==> src/rtl/mem_port_arbiter_pkg.sv <==
// rtl/mem_port_arbiter_pkg.sv - shared constants and types for the memory port arbiter
//
// Purpose: word/memory geometry, default requester count, FSM state encoding,
// flag addresses used by the learning sub-blocks, and a small index helper.
// Ports: none (package).
package mem_port_arbiter_pkg;

  localparam int ARB_WORD_WIDTH      = 16;
  localparam int ARB_MEM_DEPTH       = 1 << ARB_WORD_WIDTH;
  localparam int ARB_DEFAULT_NREQ    = 4;
  localparam int ARB_DEFAULT_TIMEOUT = 64;

  typedef enum logic [1:0] {
    ARB_IDLE  = 2'd0,
    ARB_OWN   = 2'd1,
    ARB_PURGE = 2'd2
  } arb_state_t;

  // Flag words the clients poll/set in node memory.
  localparam logic [ARB_WORD_WIDTH-1:0] FLAG_ACTION_DONE  = 16'h0000;
  localparam logic [ARB_WORD_WIDTH-1:0] FLAG_QUPDATE_DONE = 16'h0001;
  localparam logic [ARB_WORD_WIDTH-1:0] FLAG_PKT_READY    = 16'h0002;

  // Successor of a requester index, wrapping n-1 back to 0.
  function automatic logic [2:0] next_index(input logic [2:0] idx, input int n);
    return (int'(idx) == n - 1) ? 3'd0 : idx + 3'd1;
  endfunction

endpackage

==> src/rtl/mem_port_arbiter_rr_pick.sv <==
// rtl/mem_port_arbiter_rr_pick.sv - combinational round-robin pick
//
// Purpose: select the first asserted request at or after ptr, wrapping.
// Ports:
//   req      in   NREQ  request vector
//   ptr      in   3     round-robin start index
//   pick     out  NREQ  one-hot selection (0 when nothing requested)
//   pick_idx out  3     index of the selected requester
//   valid    out  1     at least one request present
module mem_port_arbiter_rr_pick
  import mem_port_arbiter_pkg::*;
#(
  parameter int NREQ = ARB_DEFAULT_NREQ
) (
  input  logic [NREQ-1:0] req,
  input  logic [2:0]      ptr,
  output logic [NREQ-1:0] pick,
  output logic [2:0]      pick_idx,
  output logic            valid
);

  // Doubling the vector lets a plain shift stand in for the rotation.
  logic [2*NREQ-1:0] dbl;
  assign dbl = {req, req} >> ptr;

  always_comb begin
    int sum;
    sum      = 0;
    valid    = 1'b0;
    pick_idx = '0;
    for (int off = 0; off < NREQ; off++) begin
      if (!valid && dbl[off]) begin
        valid = 1'b1;
        sum   = int'(ptr) + off;
        if (sum >= NREQ) sum = sum - NREQ;
        pick_idx = 3'(sum);
      end
    end
  end

  always_comb begin
    pick = '0;
    for (int i = 0; i < NREQ; i++) begin
      pick[i] = valid && (pick_idx == 3'(i));
    end
  end

endmodule

==> src/rtl/mem_port_arbiter.sv <==
// rtl/mem_port_arbiter.sv - round-robin owner arbiter for the node's single memory port
//
// Purpose: grants exclusive use of the memory port to one learning sub-block at a
// time and muxes the owner's address/data/write enable onto the port.
// Optional feature: MEM_ARB_TIMEOUT_EN bounds ownership to TIMEOUT cycles.
// Ports:
//   clock, nrst                   clock, asynchronous active-low reset
//   req/req_wr_en                 per-requester request and write enable
//   req_address/req_data_out      flattened per-requester address/write data
//   gnt/owner/busy                one-hot grant, owner index, port owned
//   mem_address/mem_wr_en/
//   mem_data_out/mem_data_in      memory side
//   data_in                       read data broadcast to requesters
//   timeout                       one-cycle pulse on forced revocation
module mem_port_arbiter
  import mem_port_arbiter_pkg::*;
#(
  parameter int NREQ       = ARB_DEFAULT_NREQ,
  parameter int WORD_WIDTH = ARB_WORD_WIDTH,
  parameter int TIMEOUT    = ARB_DEFAULT_TIMEOUT
) (
  input  logic                       clock,
  input  logic                       nrst,
  input  logic [NREQ-1:0]            req,
  input  logic [NREQ-1:0]            req_wr_en,
  input  logic [NREQ*WORD_WIDTH-1:0] req_address,
  input  logic [NREQ*WORD_WIDTH-1:0] req_data_out,
  output logic [NREQ-1:0]            gnt,
  output logic [2:0]                 owner,
  output logic                       busy,
  output logic [WORD_WIDTH-1:0]      mem_address,
  output logic                       mem_wr_en,
  output logic [WORD_WIDTH-1:0]      mem_data_out,
  input  logic [WORD_WIDTH-1:0]      mem_data_in,
  output logic [WORD_WIDTH-1:0]      data_in,
  output logic                       timeout
);

  arb_state_t      state;
  logic [NREQ-1:0] own_mask;  // one-hot of owner; outlives gnt through PURGE
  logic [2:0]      ptr;
  logic [NREQ-1:0] pick;
  logic [2:0]      pick_idx;
  logic            pick_valid;
  logic            owner_req;

  assign owner_req = |(req & own_mask);

  // Only IDLE consults the pick, so PURGE blocks every requester implicitly.
  mem_port_arbiter_rr_pick #(.NREQ(NREQ)) u_pick (
    .req      (req),
    .ptr      (ptr),
    .pick     (pick),
    .pick_idx (pick_idx),
    .valid    (pick_valid)
  );

`ifdef MEM_ARB_TIMEOUT_EN
  localparam int CW = $clog2(TIMEOUT + 1);
  logic [CW-1:0] own_cnt;
`else
  logic unused_timeout_cfg;
  assign unused_timeout_cfg = (TIMEOUT != 0);
  assign timeout = 1'b0;
`endif

  always_ff @(posedge clock or negedge nrst) begin
    if (!nrst) begin
      state    <= ARB_IDLE;
      gnt      <= '0;
      own_mask <= '0;
      owner    <= '0;
      busy     <= 1'b0;
      ptr      <= '0;
`ifdef MEM_ARB_TIMEOUT_EN
      timeout  <= 1'b0;
      own_cnt  <= '0;
`endif
    end else begin
`ifdef MEM_ARB_TIMEOUT_EN
      timeout <= 1'b0;
`endif
      case (state)
        ARB_IDLE: begin
          if (pick_valid) begin
            gnt      <= pick;
            own_mask <= pick;
            owner    <= pick_idx;
            busy     <= 1'b1;
            state    <= ARB_OWN;
`ifdef MEM_ARB_TIMEOUT_EN
            own_cnt  <= '0;
`endif
          end
        end
        ARB_OWN: begin
          if (!owner_req) begin
            gnt      <= '0;
            own_mask <= '0;
            busy     <= 1'b0;
            ptr      <= next_index(owner, NREQ);
            state    <= ARB_IDLE;
          end
`ifdef MEM_ARB_TIMEOUT_EN
          else if (own_cnt == CW'(TIMEOUT - 1)) begin
            // Revoke but keep own_mask so PURGE can wait for this requester to let go.
            gnt     <= '0;
            busy    <= 1'b0;
            timeout <= 1'b1;
            ptr     <= next_index(owner, NREQ);
            state   <= ARB_PURGE;
          end else begin
            own_cnt <= own_cnt + 1'b1;
          end
`endif
        end
        ARB_PURGE: begin
          if (!owner_req) begin
            own_mask <= '0;
            state    <= ARB_IDLE;
          end
        end
        default: state <= ARB_IDLE;
      endcase
    end
  end

  // Port mux: nothing reaches memory unless the requester is the registered owner.
  always_comb begin
    mem_address  = '0;
    mem_data_out = '0;
    mem_wr_en    = 1'b0;
    for (int i = 0; i < NREQ; i++) begin
      if (busy && owner == 3'(i)) begin
        mem_address  = req_address[i*WORD_WIDTH +: WORD_WIDTH];
        mem_data_out = req_data_out[i*WORD_WIDTH +: WORD_WIDTH];
        mem_wr_en    = gnt[i] & req_wr_en[i];
      end
    end
  end

  assign data_in = mem_data_in;

endmodule

==> config.mk <==
export PLATFORM = sky130hd
export DESIGN_NAME = mem_port_arbiter
export DESIGN_NICKNAME = d
export VERILOG_FILES = /design/src/rtl/mem_port_arbiter_pkg.sv /design/src/rtl/mem_port_arbiter_rr_pick.sv /design/src/rtl/mem_port_arbiter.sv
export SDC_FILE = /design/constraint.sdc
export NUM_CORES = 1
export LEC_CHECK = 0
export CORE_MARGIN = 5
export CORE_UTILIZATION = 26
export DETAILED_ROUTE_END_ITERATION = 7
export PLACE_DENSITY = 0.91
export SYNTH_ARGS = -nofsm -noshare
export SYNTH_HDL_FRONTEND = slang
export SYNTH_SLANG_ARGS = --single-unit
==> constraint.sdc <==
create_clock -name clock -period 1.9 [get_ports clock]
set_input_delay 0.38 -clock clock [delete_from_list [all_inputs] [get_ports clock]]
set_output_delay 0.38 -clock clock [all_outputs]
set_load 0.03 [all_outputs]
; Word level (Yosys, flattened, before mapping)
; Index checks and enable logic that the tools add are counted.
[totals]
regBits = 17
output_inout_bits = 58
[op_classes]
add_sub_neg = 8
magnitude_cmp = 4
n_eq_ne = 12
n_shift = 1
mux = 35
n_bitwise = 6
reduce_logical = 26
[op_table]
columns = operator, count
row1 = 16-bit two-way mux, 8
row2 = 3-bit two-way mux, 9
row3 = 4-bit case mux with 2 select lines, 2
row4 = "3-bit by 2-bit == test with 1-bit output, second input constant", 4
row5 = "4-bit by 3-bit >= comparator with 1-bit output, second input constant", 3
row6 = "3-bit subtractor, second input constant", 4
row7 = 1-bit logical AND, 11
row8 = 1-bit two-way mux, 10
row9 = "3-bit by 2-bit adder with 4-bit output, second input constant", 2
row10 = 4-bit two-way mux, 2
row11 = 8-bit by 3-bit >> shifter with 4-bit output, 1
row12 = "3-bit by 1-bit == test with 1-bit output, second input constant", 2
row13 = 3-bit logical NOT, 2
row14 = 2-bit AND reduction, 3
row15 = 3-bit AND reduction, 2
row16 = "3-bit by 1-bit adder with 4-bit output, second input constant", 1
row17 = 1-bit AND, 4
row18 = 4-bit AND, 1
row19 = 2-bit two-way mux, 2
row20 = "2-bit != test, second input constant", 2
row21 = 2-bit case mux with 2 select lines, 1
row22 = 2-bit nonzero test, 2
row23 = 4-bit OR reduction, 1
row24 = "3-bit by 1-bit adder with 3-bit output, second input constant", 1
row25 = 10 further kinds, 12

; Logic depth before layout (Yosys ltp)
; Gate-level depths: netlist of run 1.
[depth]
word_depth = 15
depth_mapped = 9
mapped_depth_nobuf = 7

; By module
; From an unflattened synthesis of run 1, not the netlist that was laid out.
[hier_totals]
cells_unflattened = 289
hier_area_um2 = 2224.6
[by_module_without_submodules]
columns = module, n_inst, cells_each, area_per_inst_um2, seq_area_each_um2
row1 = mem_port_arbiter, 1, 235, 1829.3, 275.3
row2 = mem_port_arbiter_rr_pick, 1, 54, 395.4, 0.0

; Worst setup path after synthesis of run 1
; Ideal clock, no wire load.
[synth_timing]
kind = register to output
from = register owner[1]
to = output mem_address[0]
t_arrival_ns = 2.282
required_ns = 1.520
setup_slack_ns = -0.762
stages_incl_launch_ff = 10
cell_sequence = dfrtp_1 -> inv_1 -> ha_1 -> and3b_1 -> clkbuf_1 -> buf_2 -> a22oi_1 -> nor2_1 -> a21oi_1 -> o21ai_0
[synth_via]
elab_chain_len = 6
[synth_lines]
columns = item, line
row1 = from (decl), mem_port_arbiter.sv:29  ; output logic [2:0] owner,
row2 = from (signal assigned), mem_port_arbiter.sv:88  ; owner <= pick_idx;
row3 = 3-bit logical NOT, mem_port_arbiter.sv:134  ; if (busy && owner == 3'(i)) begin
row4 = 1-bit logical AND, mem_port_arbiter.sv:134
row5 = 16-bit two-way mux (3 in a row), mem_port_arbiter.sv:134
row6 = 16-bit two-way mux (*), mem_port_arbiter.sv:134
row7 = to (decl), mem_port_arbiter.sv:31  ; output logic [WORD_WIDTH-1:0] mem_address,
; Every way passes the cells marked *; elsewhere a longest branch is shown, timed or not.

; Final worst setup path of run 1
[layout_timing]
from = register owner[1]
to = output mem_data_out[14]
[layout_via]
elab_chain_len = 6
[layout_lines]
columns = item, line
row1 = 3-bit logical NOT, mem_port_arbiter.sv:134
row2 = 1-bit logical AND, mem_port_arbiter.sv:134
row3 = 16-bit two-way mux (3 in a row), mem_port_arbiter.sv:134
row4 = 16-bit two-way mux (*), mem_port_arbiter.sv:134
row5 = to (decl), mem_port_arbiter.sv:33  ; output logic [WORD_WIDTH-1:0] mem_data_out,
; Marks and branches as above.

==> metrics.txt, run 1 <==
status=finished, violations left; failing checks=negative setup slack; initial antenna violation count=0; final hold vios=0; Hold/Removal Path Class=in -> async; Port Buf Inserts=178; Pre-antenna DRT Iters=5; crit-path cells=inv_2 > ha_4 > and3b_2 > buf_12 > a22oi_1 > nor2_1 > a21oi_2 > o21ai_4 > buf_4; share of cells above drive strength 1=40.29%; max-slew violations=0; hpwl dp=8.136 mm; CTS Hold Bufs=0; core box area=0.007176 mm^2; first-pass GRT wire length=15.08 mm; Clock Latency Late Sink=240 ps; wire per inst=18.20 um; critical path endpoint category=output pin; ys flop type=dfrtp_1; pwr dens=1559 mW/mm^2; Setup Skew=3.698 ps; Power, Total=7316 uW; endpoints failing setup=35; CTS buffer count=3; post-route worst setup slack=-411.9 ps; worst stage delay on the critical path=430 ps; Arrival @ worst endpoint=1930 ps; commonest cells in the netlist=nand2_1 (44), nor2_1 (40), o21ai_0 (36); antenna cells=0; row count=31; Period minus WS final=2312 ps; clk sinks=11; area grow syn2layout=147.5%; Gate power share=90.9%; RSZ-0062 raised after global routing=true; H-tree levels=1; EDFF count, synth=0; DR iter-0 viols=106; max frequency=0.4325 GHz; switching portion of total power=51.92%; library cells used by synthesis=42; most frequent cell after synthesis=nand2_1; Die Span X=95.39 um; slew margin rel.=66.80%; largest net degree at the start of global routing=28; Int Pwr=3518 uW; post-synth top area share=14.52%; CTS tree=built; CTS root buf=clkbuf_8; final net count=644; top cells by area, synth=dfrtp_1 (15%), a22oi_1 (14%), o21ai_0 (9.5%); Reg clk slew, reported paths=50 ps; Routed WL=10.61 mm; fin crit share=121.7%; vias in the first global route=3121; Syn Inst Count=297; Sw Pwr=3798 uW; gr ovfl total=0; Post-DRT Antenna Nets=0; Peak VDD IR=0.001102 V; Net Count, Synth=456; Async SR Flop Fraction=100.0%; CP Class=reg -> out; area leader, netlist=dfrtp_1; CP max FO=23; Vias=3026; LEAKAGE=0.001808 uW; Slew @ Worst Pin=496.4 ps; CP Buf/Inv Count=3; fillers=566; Crit-path slowest cell=dfrtp_2; Seq pwr share=5.8%; synthesized flop and latch total=11; Longest Clk Path Bufs=2; Remaining DRCs=0; Ys Warns=0; die area=0.009098 mm^2; post-placement setup slack=-529.1 ps; Final GP Congestion=0.8913; share of the yosys chip area belonging to registers=14.52%; mapped cell area=0.001896 mm^2; Die Span Y=95.39 um; Ports=212; syn avg cell area=6.382 um^2; max-cap violations=0; clock share of power=3.2%; gr usage total=20.92%; Critical Path Start Type=flip-flop; Initial Util=26.42%; vias per cell=5.190; delay-heaviest family, CP=flip-flops; Critical Path RT=1520 ps
==> metrics by stage <==
stage / area (um^2) / TNS, ps / std cells / hold WS, ps / utilization (%)
2_1_floorplan: 2342 / -3787 / 297 / 84.41 / -
4_1_cts: 4592 / -11590 / 581 / 490.7 / 63.99
3_3_place_gp: 4239 / -6417 / 569 / 533.6 / 59.08
3_5_place_dp: 4239 / -8553 / 569 / 540.7 / 59.08
5_1_grt: 4692 / -14850 / 583 / 532.7 / 65.39
6_report: 4692 / -12110 / 583 / 475.7 / 65.39
==> cell families (layout without fill, tap and decap cells) <==
kind of cell / count (synthesis) / count (layout) / synth area share (%)
AOI/OAI and AO/OA: 121 / 121 / 39.27
and+or+nand+nor: 106 / 107 / 25.68
buffers and inverters: 47 / 233 / 13.80
DFF: 11 / 11 / 14.52
muxes: 6 / 6 / 3.234
adders and majority gates: 5 / 5 / 3.300
other: 1 / 1 / 0.1978
==> path summary, 6_finish.rpt <==
check	from	to	slack (ps)	depth (start not counted)
worst max-delay path	owner[1]$_DFFE_PN0P_	mem_data_out[14]	-410	9
worst min-delay path	nrst	gnt[2]$_DFFE_PN0P_	480	1
worst max register to register	ptr[0]$_DFFE_PN0P_	gnt[1]$_DFFE_PN0P_	0	7
worst min register to register	owner[1]$_DFFE_PN0P_	owner[1]$_DFFE_PN0P_	550	2
max in group asynchronous	nrst	owner[0]$_DFFE_PN0P_	1060	1
min in group clock	owner[1]$_DFFE_PN0P_	owner[1]$_DFFE_PN0P_	550	2
==> flip-flops by register name, summed over array words and instances (netlist names) <==
name	cells
busy	1
owner	3
gnt	4
ptr	3
==> routing by layer <==
layer | up-vias | global-route usage [%] | share of wire, % | routed length [um]
met2 | 159 | 39.53 | 51 | 5462
met5 | - | 0 | 0 | 0
met1 | 1421 | 23.24 | 38 | 4026
met4 | 0 | 5.687 | 2.3 | 242
li1 | 1423 | - | - | -
met3 | 23 | 4.815 | 8.3 | 878
==> cell type report <==
| class | count | area [um^2] | area share, % |
|---|---|---|---|
| clock buffer | 4 | 45.04 | 0.9600 |
| inverter | 5 | 18.77 | 0.4000 |
| multi-input combinational | 240 | 1951 | 41.57 |
| sequential | 11 | 280.3 | 5.973 |
| tap | 99 | 123.9 | 2.640 |
| timing repair buffer | 224 | 2273 | 48.45 |
==> cells in the final DEF (no fill, tap or decap), types with 2 or more instances in the layout <==
cell	synthesis	layout
o21ai_0	36	3
nand4bb_1	2	2
ha_4	0	3
dfrtp_1	11	7
a211oi_2	0	2
and2_4	1	4
a21oi_1	34	8
o21ai_2	0	13
and2_1	5	3
buf_4	18	39
o2bb2ai_2	0	2
nand2_1	44	43
dlygate4sd2_1	0	6
dfrtp_2	0	4
nand3_1	3	3
nor2_1	40	32
a22oi_1	35	18
inv_2	0	2
mux2i_1	5	3
buf_6	1	31
nor2_2	0	8
o2bb2ai_1	4	2
o21ai_4	0	20
buf_12	0	8
a21oi_2	0	26
a22oi_2	1	18
clkbuf_8	0	3
inv_1	5	3
clkdlybuf4s50_1	0	139
nand3b_1	2	2
==> power by group through the flow <==
stage	Sequential (uW)	Combinational (uW)	Clock (uW)
after floorplan	509	3730	0
after global placement	423	5630	0
after detailed placement	422	5790	0
after CTS	422	6430	233
after global routing	439	7030	245
final	427	6650	237
==> what timing repair did <==
action,4_1_cts,5_1_grt
cloned,2,0
resized for setup,67,19
pin swaps,9,10
endpoints found under the setup margin,40,39
setup buffers,6,2
Power figures use the tool's default switching activity.
==> run 2, diff against run 1 <==
Settings changed: CTS_BUF_LIST set to sky130_fd_sc_hd__clkbuf_2 sky130_fd_sc_hd__clkbuf_4 sky130_fd_sc_hd__clkbuf_8.
==> run 2 against run 1 <==
Against the previous run:
- the run still ends with negative setup slack left
- die area unchanged
- final cell count decreased by 0.17%
- clock power increased by 5%
- first-iteration DRC count decreased by 21%
- maximum frequency decreased by 1.5%
- core utilization increased by 0.24 points
- global-route usage increased by 0.23 points
- worst hold slack about the same
- register-to-register slack got worse by 120 ps
- combinational power increased by 1%
- via count increased by 0.43%
- total power increased by 1.4%
- highest routed layer unchanged
==> metrics.txt, run 2 (same netlist as run 1, synthesis figures left out) <==
status=finished, violations left; failing checks=negative setup slack; CTS tree=built; Peak VDD IR=0.001101 V; CTS root buf=clkbuf_8; area grow syn2layout=148.4%; Non-Filler Instances=582; Arrival @ worst endpoint=1970 ps; initial antenna violation count=0; crit path to=mem_data_out[11]; Hold/Removal Path Class=in -> async; Setup crit start=owner[1]$_DFFE_PN0P_; H-tree levels=1; endpoints failing setup=39; final hold vios=0; Die Span X=95.39 um; gr usage total=21.15%; Ports=212; pwr dens=1575 mW/mm^2; CP max FO=23; Post-DRT Antenna Nets=0; Sum Neg Setup Slack=-12860 ps; Final GP Congestion=0.8913; first-pass GRT wire length=15.30 mm; slack of the worst reg-to-reg path=-120 ps; startpoint of the worst register-to-register path=ptr[0]$_DFFE_PN0P_; delay-heaviest family, CP=flip-flops; core box area=0.007176 mm^2; Post-Place Cells=569; RSZ-0062 raised after global routing=true; max-slew violations=0; critical path endpoint category=output pin; R2R depth=6; max-cap violations=0; fillers=560; vias in the first global route=3153; Critical Path RT=1520 ps; biggest regs=gnt: 4 flops, owner: 3 flops, ptr: 3 flops; CP Class=reg -> out; LEAKAGE=0.001815 uW; Setup Skew=1.740 ps; fin crit share=123.5%; Initial Util=26.42%; DR iter-0 viols=84; Die Span Y=95.39 um; most common cell after layout, fill and taps aside=clkdlybuf4s50_1; crit-path cells=inv_2 > ha_4 > and3b_2 > buf_12 > a22oi_1 > nor2_1 > a21oi_2 > o21ai_4 > buf_6; Final Core Density=65.63%; Period minus WS final=2347 ps; Crit path depth=9; vias per cell=5.222; hpwl dp=8.136 mm; Clock Latency Late Sink=240 ps; Port Buf Inserts=178; final net count=643; largest net degree at the start of global routing=28; WHS=475.6 ps; Vias=3039; max frequency=0.4260 GHz; antenna cells=0; wire per inst=18.45 um; CTS buffer count=3; clk sinks=11; Longest Clk Path Bufs=2; Remaining DRCs=0; die area=0.009098 mm^2; max reg flops=4; Pre-antenna DRT Iters=4; worst r2r dst=gnt[1]$_DFFE_PN0P_; gr ovfl total=0; Critical Path Start Type=flip-flop; CTS Hold Bufs=0; Crit-path slowest cell=dfrtp_2; most frequent cells in the layout=clkdlybuf4s50_1 (139), nand2_1 (43), buf_4 (38); Routed WL=10.74 mm; share of cells above drive strength 1=40.58%; row count=31; Most flops, register=gnt; CP Buf/Inv Count=3; Reg clk slew, reported paths=50 ps; post-route worst setup slack=-447.4 ps; worst stage delay on the critical path=430 ps
[run 2: changes by cell type in the layout (fill, tap and decap cells not counted), sizes merged]
| cell | previous run | this run |
|---|---|---|
| buf | 79 | 78 |
[run 2: repair_timing]
action | CTS | global route
resized for setup | 75 | 13
pin swaps | 8 | 13
endpoints found under the setup margin | 40 | 39
cloned | 2 | 0
buffers inserted | 6 | 1
[run 2: layout make-up]
type,count,area (um^2),share of cell area (%)
clock buffer,4,48.80,1.036
inverter,5,18.77,0.3985
multi-input combinational,240,1972,41.87
sequential,11,280.3,5.951
tap,99,123.9,2.630
timing repair buffer,223,2266,48.11
[run 2: per-layer routing]
layer	track usage, %	vias to the layer above	wire, um
met5	0	-	0
met4	5.924	0	227
met3	4.578	21	1025
met2	39.77	172	5605
met1	23.76	1426	3876
li1	-	1420	-
[run 2: worst register-to-register path, stage by stage, from the launching register on]
cell,delay [ps]
dfrtp_2,460
or3b_1,400
o311a_1,180
nor4_4,360
buf_4,190
mux2i_4,250
o2bb2ai_2,70
[run 2: worst min-delay path by stage]
stage	endpoint	startpoint	slack (ps)	depth (start not counted)
final	gnt[3]$_DFFE_PN0P_	nrst	480	1
after detailed placement	owner[1]$_DFFE_PN0P_	owner[1]$_DFFE_PN0P_	540	2
after floorplan	busy$_DFFE_PN0P_	nrst	80	0
after CTS	gnt[3]$_DFFE_PN0P_	nrst	490	1
after global placement	owner[1]$_DFFE_PN0P_	owner[1]$_DFFE_PN0P_	530	2
after global routing	gnt[3]$_DFFE_PN0P_	nrst	530	1
[run 2: power breakdown]
group	switching, uW	total [uW]	internal [uW]
Sequential	114	436	323
Clock	87.0	249	162
Combinational	3670	6730	3060
Total	3870	7420	3550
[run 2: stage by stage]
stage | setup slack, ps | total power, uW | instance area (um^2)
after floorplan | -141.7 | 4242 | 2342
after detailed placement | -529.1 | 6213 | 4239
after global routing | -512.6 | 7814 | 4710
final | -447.4 | 7416 | 4710
after CTS | -397.2 | 7172 | 4629
after global placement | -416.9 | 6051 | 4239
